==> config.mk <==
export PLATFORM = sky130hd
export DESIGN_NAME = hazard_tag_pipe
export DESIGN_NICKNAME = d
export VERILOG_FILES = /design/src/rtl/hazard_tag_pipe.sv
export SDC_FILE = /design/constraint.sdc
export NUM_CORES = 1
export LEC_CHECK = 0
export ABC_AREA = 1
export BUFFER_PORTS_ARGS = -buffer_cell sky130_fd_sc_hd__buf_4
export CAP_MARGIN = 20
export CORE_ASPECT_RATIO = 1.75
export CORE_MARGIN = 5
export CORE_UTILIZATION = 23
export CTS_CLUSTER_DIAMETER = 50
export DETAILED_ROUTE_END_ITERATION = 8
export PLACE_DENSITY = 0.42
export SLEW_MARGIN = 10
export SYNTH_ARGS = -nofsm -noshare
export SYNTH_HDL_FRONTEND = slang
export SYNTH_SLANG_ARGS = --single-unit
==> constraint.sdc <==
create_clock -name clk_i -period 2.38 [get_ports clk_i]
set_clock_uncertainty 0.15 [all_clocks]
set_input_delay 0.357 -clock clk_i [delete_from_list [all_inputs] [get_ports clk_i]]
set_output_delay 0.357 -clock clk_i [all_outputs]
set_load 0.02 [all_outputs]
==> src/rtl/hazard_tag_pipe.sv <==
// Register-tag and control pipeline (ID/EX, EX/MEM, MEM/WB) feeding the forwarding unit,
// with load-use bubble insertion, branch flush, memory-wait freeze and a saturating bubble count.
module hazard_tag_pipe #(
  parameter int unsigned CNT_W    = 16,
  parameter logic [4:0]  ZERO_REG = 5'd0
) (
  input  logic             clk_i,
  input  logic             rst_i,
  input  logic [4:0]       ID_RS_i,
  input  logic [4:0]       ID_RT_i,
  input  logic [4:0]       ID_RD_i,
  input  logic             ID_RegWrite_i,
  input  logic             ID_MemRead_i,
  input  logic             Flush_i,
  input  logic             MemReady_i,
  output logic [4:0]       IDEX_RS_o,
  output logic [4:0]       IDEX_RT_o,
  output logic [4:0]       IDEX_RD_o,
  output logic             IDEX_RegWrite_o,
  output logic             IDEX_MemRead_o,
  output logic             EXMEM_RegWrite_o,
  output logic [4:0]       EXMEM_RD_o,
  output logic             MEMWB_RegWrite_o,
  output logic [4:0]       MEMWB_RD_o,
  output logic             Stall_o,
  output logic [CNT_W-1:0] StallCount_o
);

  logic [4:0]       idex_rs, idex_rt, idex_rd;
  logic             idex_rw, idex_mr;
  logic [4:0]       exmem_rd, memwb_rd;
  logic             exmem_rw, memwb_rw;
  logic [CNT_W-1:0] stall_count;
  logic             hazard;
  logic             bubble;

  always_comb begin
    hazard = idex_mr && (idex_rd != ZERO_REG) &&
             ((idex_rd == ID_RS_i) || (idex_rd == ID_RT_i));
    bubble = hazard || Flush_i;
  end

  always_ff @(posedge clk_i or negedge rst_i) begin
    if (!rst_i) begin
      idex_rs     <= '0;
      idex_rt     <= '0;
      idex_rd     <= '0;
      idex_rw     <= 1'b0;
      idex_mr     <= 1'b0;
      exmem_rd    <= '0;
      exmem_rw    <= 1'b0;
      memwb_rd    <= '0;
      memwb_rw    <= 1'b0;
      stall_count <= '0;
    end else if (MemReady_i) begin
      exmem_rd <= idex_rd;
      exmem_rw <= idex_rw;
      memwb_rd <= exmem_rd;
      memwb_rw <= exmem_rw;
      // Hazard and flush both squash into ID/EX; only the hazard is counted.
      if (bubble) begin
        idex_rs <= '0;
        idex_rt <= '0;
        idex_rd <= '0;
        idex_rw <= 1'b0;
        idex_mr <= 1'b0;
      end else begin
        idex_rs <= ID_RS_i;
        idex_rt <= ID_RT_i;
        idex_rd <= ID_RD_i;
        idex_rw <= ID_RegWrite_i;
        idex_mr <= ID_MemRead_i;
      end
      if (hazard && (stall_count != '1))
        stall_count <= stall_count + CNT_W'(1);
    end
  end

  always_comb begin
    IDEX_RS_o        = idex_rs;
    IDEX_RT_o        = idex_rt;
    IDEX_RD_o        = idex_rd;
    IDEX_RegWrite_o  = idex_rw;
    IDEX_MemRead_o   = idex_mr;
    EXMEM_RegWrite_o = exmem_rw;
    EXMEM_RD_o       = exmem_rd;
    MEMWB_RegWrite_o = memwb_rw;
    MEMWB_RD_o       = memwb_rd;
    Stall_o          = hazard || !MemReady_i;
    StallCount_o     = stall_count;
  end

endmodule

==> impl_metrics.json, run 1 <==
{
  "status": "finished clean",
  "detailedRoute.firstIterationViolations": 59,
  "worst-endpoint-required_ps": 1870,
  "avgViaCountPerCell": 4.247,
  "drt_pre_antenna_iters": 4,
  "cts_tree": "built",
  "rsz0062_at_grt": "false",
  "synthDominantAreaCellType": "dfrtp_1",
  "path_cells": "inv_1, nand4_1, o21ai_0, inv_1, nand2_1, nand2_1, buf_4",
  "max_cap_viol_count": 0,
  "antenna_violations_before_repair": 0,
  "post-route-util_pct": 31.37,
  "crit_path_leading_delay_family": "buffers and inverters",
  "detailroute.via_count": 2077,
  "remaining_drc_errors": 0,
  "synth-seq-area-share_pct": 49.50,
  "wire_length_of_the_first_global_routing_pass_um": 11300,
  "critical-path-max-stage-delay_ps": 420,
  "route.final.wire_length_um": 7083,
  "final_common_cell": "nand2_1",
  "hold_viol_final": 0,
  "critPathBufInv": 3,
  "flop_and_latch_count_out_of_synthesis": 45,
  "place_congestion": 0.8189,
  "leakage_uw": 0.001599,
  "syn_area_per_cell_um2": 7.711,
  "port-buffer-count": 66,
  "routed_wire_length_per_instance_um": 14.48,
  "global_route.overflow_total": 0,
  "fraction_of_layout_cells_with_a_size_suffix_above_1_pct": 23.35,
  "final-max-slew-violation-count": 0,
  "floorplan.initialDensity_pct": 23.24,
  "die_w_um": 85.18,
  "finalSetupViolCount": 0,
  "die_height_um": 141.6,
  "synthesis.instances": 295,
  "hold_path.class": "primary input to flop",
  "cts.clk_slew.worst_paths_ps": 70,
  "slew_at_the_pin_closest_to_its_max_slew_limit_ps": 631.8,
  "syn_nets": 317,
  "timing_worst_setup_path_type": "flop to primary output",
  "layout_common_cells": "nand2_1, buf_4, dfrtp_1",
  "synth_cell_types": 22,
  "slew-limit-headroom_pct": 57.88,
  "num-nets-final": 385,
  "regToRegSetupSlack_ps": 430,
  "powerDensity_nw_per_um2": 661.7,
  "std_cell_rows": 48,
  "crit_fanout": 5,
  "worst_ep_arrival_time_ps": 1580,
  "capturing_element_type_of_the_critical_path": "primary output",
  "post_synth_main_area_contributors": "dfrtp_1, nand2_1, o21ai_0, inv_1, xnor2_1",
  "worst_setup_path_start_kind": "flop",
  "clock_period_minus_worst_slack_ps": 2086,
  "synth_warnings": 0,
  "synth.top_cell.area_share_pct": 49.50,
  "track_usage_pct": 12.24,
  "clockBufferDepth": 2,
  "numClockSinks": 45,
  "netlist_area_um2": 2275,
  "tritoncts.num_buffers": 5,
  "clk_root_buffer_cell": "clkbuf_16",
  "io-pin-count": 67,
  "first_global_vias": 2103,
  "worst_ir_drop_vdd_uv": 286.6,
  "design.core.area_um2": 9789,
  "die_footprint_um2": 12060,
  "timing.fmax_mhz": 479.3,
  "worst_path_max_delay_cell": "dfrtp_1",
  "antenna_cells_inserted": 0,
  "dpl.hpwl_um": 5230,
  "htree_num_levels": 2,
  "finalCritPeriodShare_pct": 87.65,
  "area_overhead_of_the_layout_relative_to_synthesis_pct": 34.98,
  "setup_tns_ps": 0,
  "grt_start_max_net_pins": 46,
  "insertion_delay_ps": 290,
  "antenna_left": 0
}
[logic make-up (layout without fill, tap and decap cells)]
group	after synthesis	count (layout)	share of synthesized area [%]
adders and majority gates	1	1	0.5500
DFF	45	45	49.50
xor gates and xnor gates	16	16	6.161
AOI/OAI and AO/OA	23	23	5.336
and+or+nand+nor	180	180	32.51
buffers and inverters	30	99	5.941
[synthesized netlist by cell type]
| master | count |
|---|---|
| buf_6 | 3 |
| clkbuf_1 | 5 |
| clkinv_1 | 1 |
| dfrtp_1 | 45 |
| ha_1 | 1 |
| inv_1 | 19 |
| inv_2 | 2 |
| nand2_1 | 144 |
| nand2_2 | 1 |
| nand3_1 | 6 |
| nand3_2 | 3 |
| nand4_1 | 3 |
| nand4_2 | 1 |
| nor2_1 | 17 |
| nor2_4 | 1 |
| nor3_1 | 2 |
| nor3_2 | 1 |
| nor4_1 | 1 |
| o21ai_0 | 18 |
| o22ai_1 | 5 |
| xnor2_1 | 8 |
| xor2_1 | 8 |
[worst reg2reg max path, stage by stage (launching register included)]
cell and delay (ps):
dfrtp_1 450, ha_1 290, nand3_2 140, nor3_2 70
nand3_2 90, nand4_2 420, nand2_1 180, nand2_1 60
[flip-flops by register name, indices dropped and copies added (netlist names)]
register / flops
EXMEM_RD_o: 5
MEMWB_RegWrite_o: 1
EXMEM_RegWrite_o: 1
StallCount_o: 16
IDEX_MemRead_o: 1
IDEX_RS_o: 5
IDEX_RegWrite_o: 1
IDEX_RT_o: 5
IDEX_RD_o: 5
MEMWB_RD_o: 5
[power breakdown]
part	total, uW	internal, uW	switching (uW)	leakage (uW)
Sequential	877	820	57.7	0.000602
Combinational	341	139	203	0.000918
Clock	813	497	315	0.0000800
Total	2030	1460	576	0.00160
[per-stage QoR]
step | std cells | hold WS [ps] | power, uW | setup WS (ps) | area [um^2]
after floorplan | 295 | -88.59 | 1054 | 530.8 | 2275
after detailed placement | 480 | 277.0 | 1245 | 423.5 | 2889
after CTS | 489 | 168.6 | 2066 | 254.1 | 3070
after global placement | 480 | 275.7 | 1243 | 475.4 | 2889
after global routing | 489 | 183.7 | 2133 | 81.46 | 3070
final | 489 | 176.2 | 2032 | 293.8 | 3070
[what timing repair did]
item                                   in CTS  in global routing
hold buffers                                1                  0
gates resized for setup                     0                  0
setup buffers                               0                  0
endpoints found under the hold margin      45                  0
[layer usage]
| metal | vias up | track usage, % | wire length [um] |
|---|---|---|---|
| met4 | 0 | 4.337 | 113 |
| met3 | 6 | 3.080 | 383 |
| met5 | - | 0 | 0 |
| li1 | 1048 | - | - |
| met2 | 58 | 22.21 | 3710 |
| met1 | 965 | 13.59 | 2875 |
[final cells by class]
class                      count  area (um^2)
fill                        1087         6719
sequential                    45         1126
multi-input combinational    220         1013
timing repair buffer          69        520.5
tap                          125        156.4
clock buffer                   5        125.1
inverter                      22        82.58
clock inverter                 3        46.29
[final timing paths]
kind                                                  start                           to  depth (start not counted)
worst max-delay path               IDEX_RD_o[1]$_DFFE_PN0P_                      Stall_o                          7
worst min-delay path                             ID_RD_i[1]     IDEX_RD_o[1]$_DFFE_PN0P_                          3
worst max register to register  StallCount_o[0]$_DFFE_PN0P_  StallCount_o[1]$_DFFE_PN0P_                          7
worst min register to register    MEMWB_RD_o[3]$_DFFE_PN0P_    MEMWB_RD_o[3]$_DFFE_PN0P_                          2
max in group asynchronous                             rst_i  StallCount_o[9]$_DFFE_PN0P_                          2
min in group asynchronous                             rst_i    MEMWB_RD_o[1]$_DFFE_PN0P_                          2
(Power assumes the default switching activity.)
==> run 2, diff against run 1 <==
--- a/config.mk
+++ b/config.mk
@@ -14,6 +14,7 @@
 export CTS_CLUSTER_DIAMETER = 50
 export DETAILED_ROUTE_END_ITERATION = 8
 export PLACE_DENSITY = 0.42
+export RECOVER_POWER = 50
 export SLEW_MARGIN = 10
 export SYNTH_ARGS = -nofsm -noshare
 export SYNTH_HDL_FRONTEND = slang
==> impl_metrics.json, run 2 (synthesis gave the netlist of run 1 again) <==
{
  "hold_viol_final": 0,
  "cts_tree": "built",
  "route.final.wire_length_um": 7115,
  "fraction_of_layout_cells_with_a_size_suffix_above_1_pct": 20.05,
  "die_footprint_um2": 12060,
  "place_congestion": 0.8189,
  "critical-path-max-stage-delay_ps": 420,
  "placedInstanceArea_um2": 2889,
  "crit_path_leading_delay_family": "buffers and inverters",
  "powerDensity_nw_per_um2": 667.4,
  "critPathBufInv": 3,
  "worst_path_max_delay_cell": "dfrtp_1",
  "floorplan.initialDensity_pct": 23.24,
  "status": "finished clean",
  "remaining_drc_errors": 0,
  "hold_depth": 3,
  "setup_tns_ps": 0,
  "dpl.hpwl_um": 5230,
  "num-nets-final": 385,
  "cts.hold.buffers_added": 1,
  "first_global_vias": 2103,
  "reg2regPathDepth": 7,
  "numClockSinks": 45,
  "timing_worst_setup_path_type": "flop to primary output",
  "r2r-start": "StallCount_o[0]$_DFFE_PN0P_",
  "capturing_element_type_of_the_critical_path": "primary output",
  "wire_length_of_the_first_global_routing_pass_um": 11300,
  "rsz0062_at_grt": "false",
  "post_cts.resized_instances": 0,
  "track_usage_pct": 12.24,
  "global_route.overflow_total": 0,
  "worst_ep_arrival_time_ps": 1590,
  "crit_fanout": 5,
  "avgViaCountPerCell": 4.278,
  "max_cap_viol_count": 0,
  "regToRegSetupSlack_ps": 430,
  "hold_path.class": "primary input to flop",
  "detailedRoute.firstIterationViolations": 82,
  "slew_at_the_pin_closest_to_its_max_slew_limit_ps": 1259,
  "routed_wire_length_per_instance_um": 14.55,
  "final-max-slew-violation-count": 0,
  "std_cell_rows": 48,
  "grt_start_max_net_pins": 46,
  "htree_num_levels": 2,
  "final_common_cell": "nand2_1",
  "worst_r2r_endpoint": "StallCount_o[1]$_DFFE_PN0P_",
  "cts.clk_slew.worst_paths_ps": 70,
  "clockBufferDepth": 2,
  "area_overhead_of_the_layout_relative_to_synthesis_pct": 32.78,
  "die_w_um": 85.18,
  "port-buffer-count": 66,
  "antenna_left": 0,
  "worst_hold_startpoint": "ID_RD_i[1]",
  "leakage_uw": 0.001550,
  "clock_period_minus_worst_slack_ps": 2101,
  "die_height_um": 141.6,
  "path_cells": "inv_1, nand4_1, o21ai_0, inv_1, nand2_1, nand2_1, buf_4",
  "design_area_um2": 3020,
  "timing.fmax_mhz": 475.9,
  "hold_path_end": "IDEX_RD_o[1]$_DFFE_PN0P_",
  "slew-limit-headroom_pct": 16.05,
  "tritoncts.num_buffers": 5,
  "io-pin-count": 67,
  "design.core.area_um2": 9789,
  "antenna_cells_inserted": 0,
  "antenna_violations_before_repair": 0,
  "detailroute.via_count": 2092,
  "worst_setup_path_start_kind": "flop",
  "number_of_buffers_added_for_setup_after_cts": 0,
  "insertion_delay_ps": 290,
  "worst_ir_drop_vdd_uv": 286.3,
  "layout_common_cells": "nand2_1, buf_4, dfrtp_1",
  "finalCritPeriodShare_pct": 88.30,
  "largest_reg_flops": 16,
  "drt_pre_antenna_iters": 4,
  "finalSetupViolCount": 0,
  "clk_root_buffer_cell": "clkbuf_16",
  "worst-endpoint-required_ps": 1870
}
[run 2: worst min-delay path, cell delays in order]
cell	delay, ps
buf_4	110
nand2_1	50
o22ai_1	60
[run 2: per-stage QoR]
stage	hold slack (ps)	cells	setup WS (ps)	total power, uW	util [%]
floorplan	-88.59	295	530.8	1054	-
global placement	275.7	480	475.4	1243	29.51
detailed placement	277.0	480	423.5	1245	29.51
CTS	168.6	489	254.1	2066	31.37
global route	183.7	489	68.79	2117	30.85
finish	175.9	489	278.6	2016	30.85
[run 2: worst max path at each step]
stage,startpoint,slack [ps],cells past startpoint,to
floorplan,StallCount_o[0]$_DFFE_PN0P_,530,9,StallCount_o[2]$_DFFE_PN0P_
global placement,StallCount_o[0]$_DFFE_PN0P_,480,7,StallCount_o[0]$_DFFE_PN0P_
detailed placement,StallCount_o[0]$_DFFE_PN0P_,420,7,StallCount_o[0]$_DFFE_PN0P_
CTS,IDEX_RD_o[1]$_DFFE_PN0P_,250,7,Stall_o
global route,IDEX_RD_o[1]$_DFFE_PN0P_,70,7,Stall_o
finish,IDEX_RD_o[1]$_DFFE_PN0P_,280,7,Stall_o
[run 2: power breakdown]
group | switching, uW | internal [uW] | leakage (uW) | total (uW)
combinational | 203 | 123 | 0.000869 | 326
sequential | 57.0 | 820 | 0.000602 | 877
clock | 316 | 497 | 0.0000800 | 813
[run 2: area by class of cell]
| cell class | count | area (um^2) |
|---|---|---|
| fill | 1099 | 6769 |
| sequential | 45 | 1126 |
| multi-input combinational | 220 | 1013 |
| timing repair buffer | 69 | 470.5 |
| tap | 125 | 156.4 |
| clock buffer | 5 | 125.1 |
| inverter | 22 | 82.58 |
| clock inverter | 3 | 46.29 |
[run 2: routing by layer]
| metal | share of wire (%) | routed length (um) | vias to the layer above | global-route usage [%] |
|---|---|---|---|---|
| li1 | - | - | 1048 | - |
| met1 | 40 | 2839 | 983 | 13.59 |
| met2 | 53 | 3787 | 55 | 22.21 |
| met3 | 5.3 | 374 | 6 | 3.080 |
| met4 | 1.6 | 113 | 0 | 4.337 |
| met5 | 0 | 0 | - | 0 |
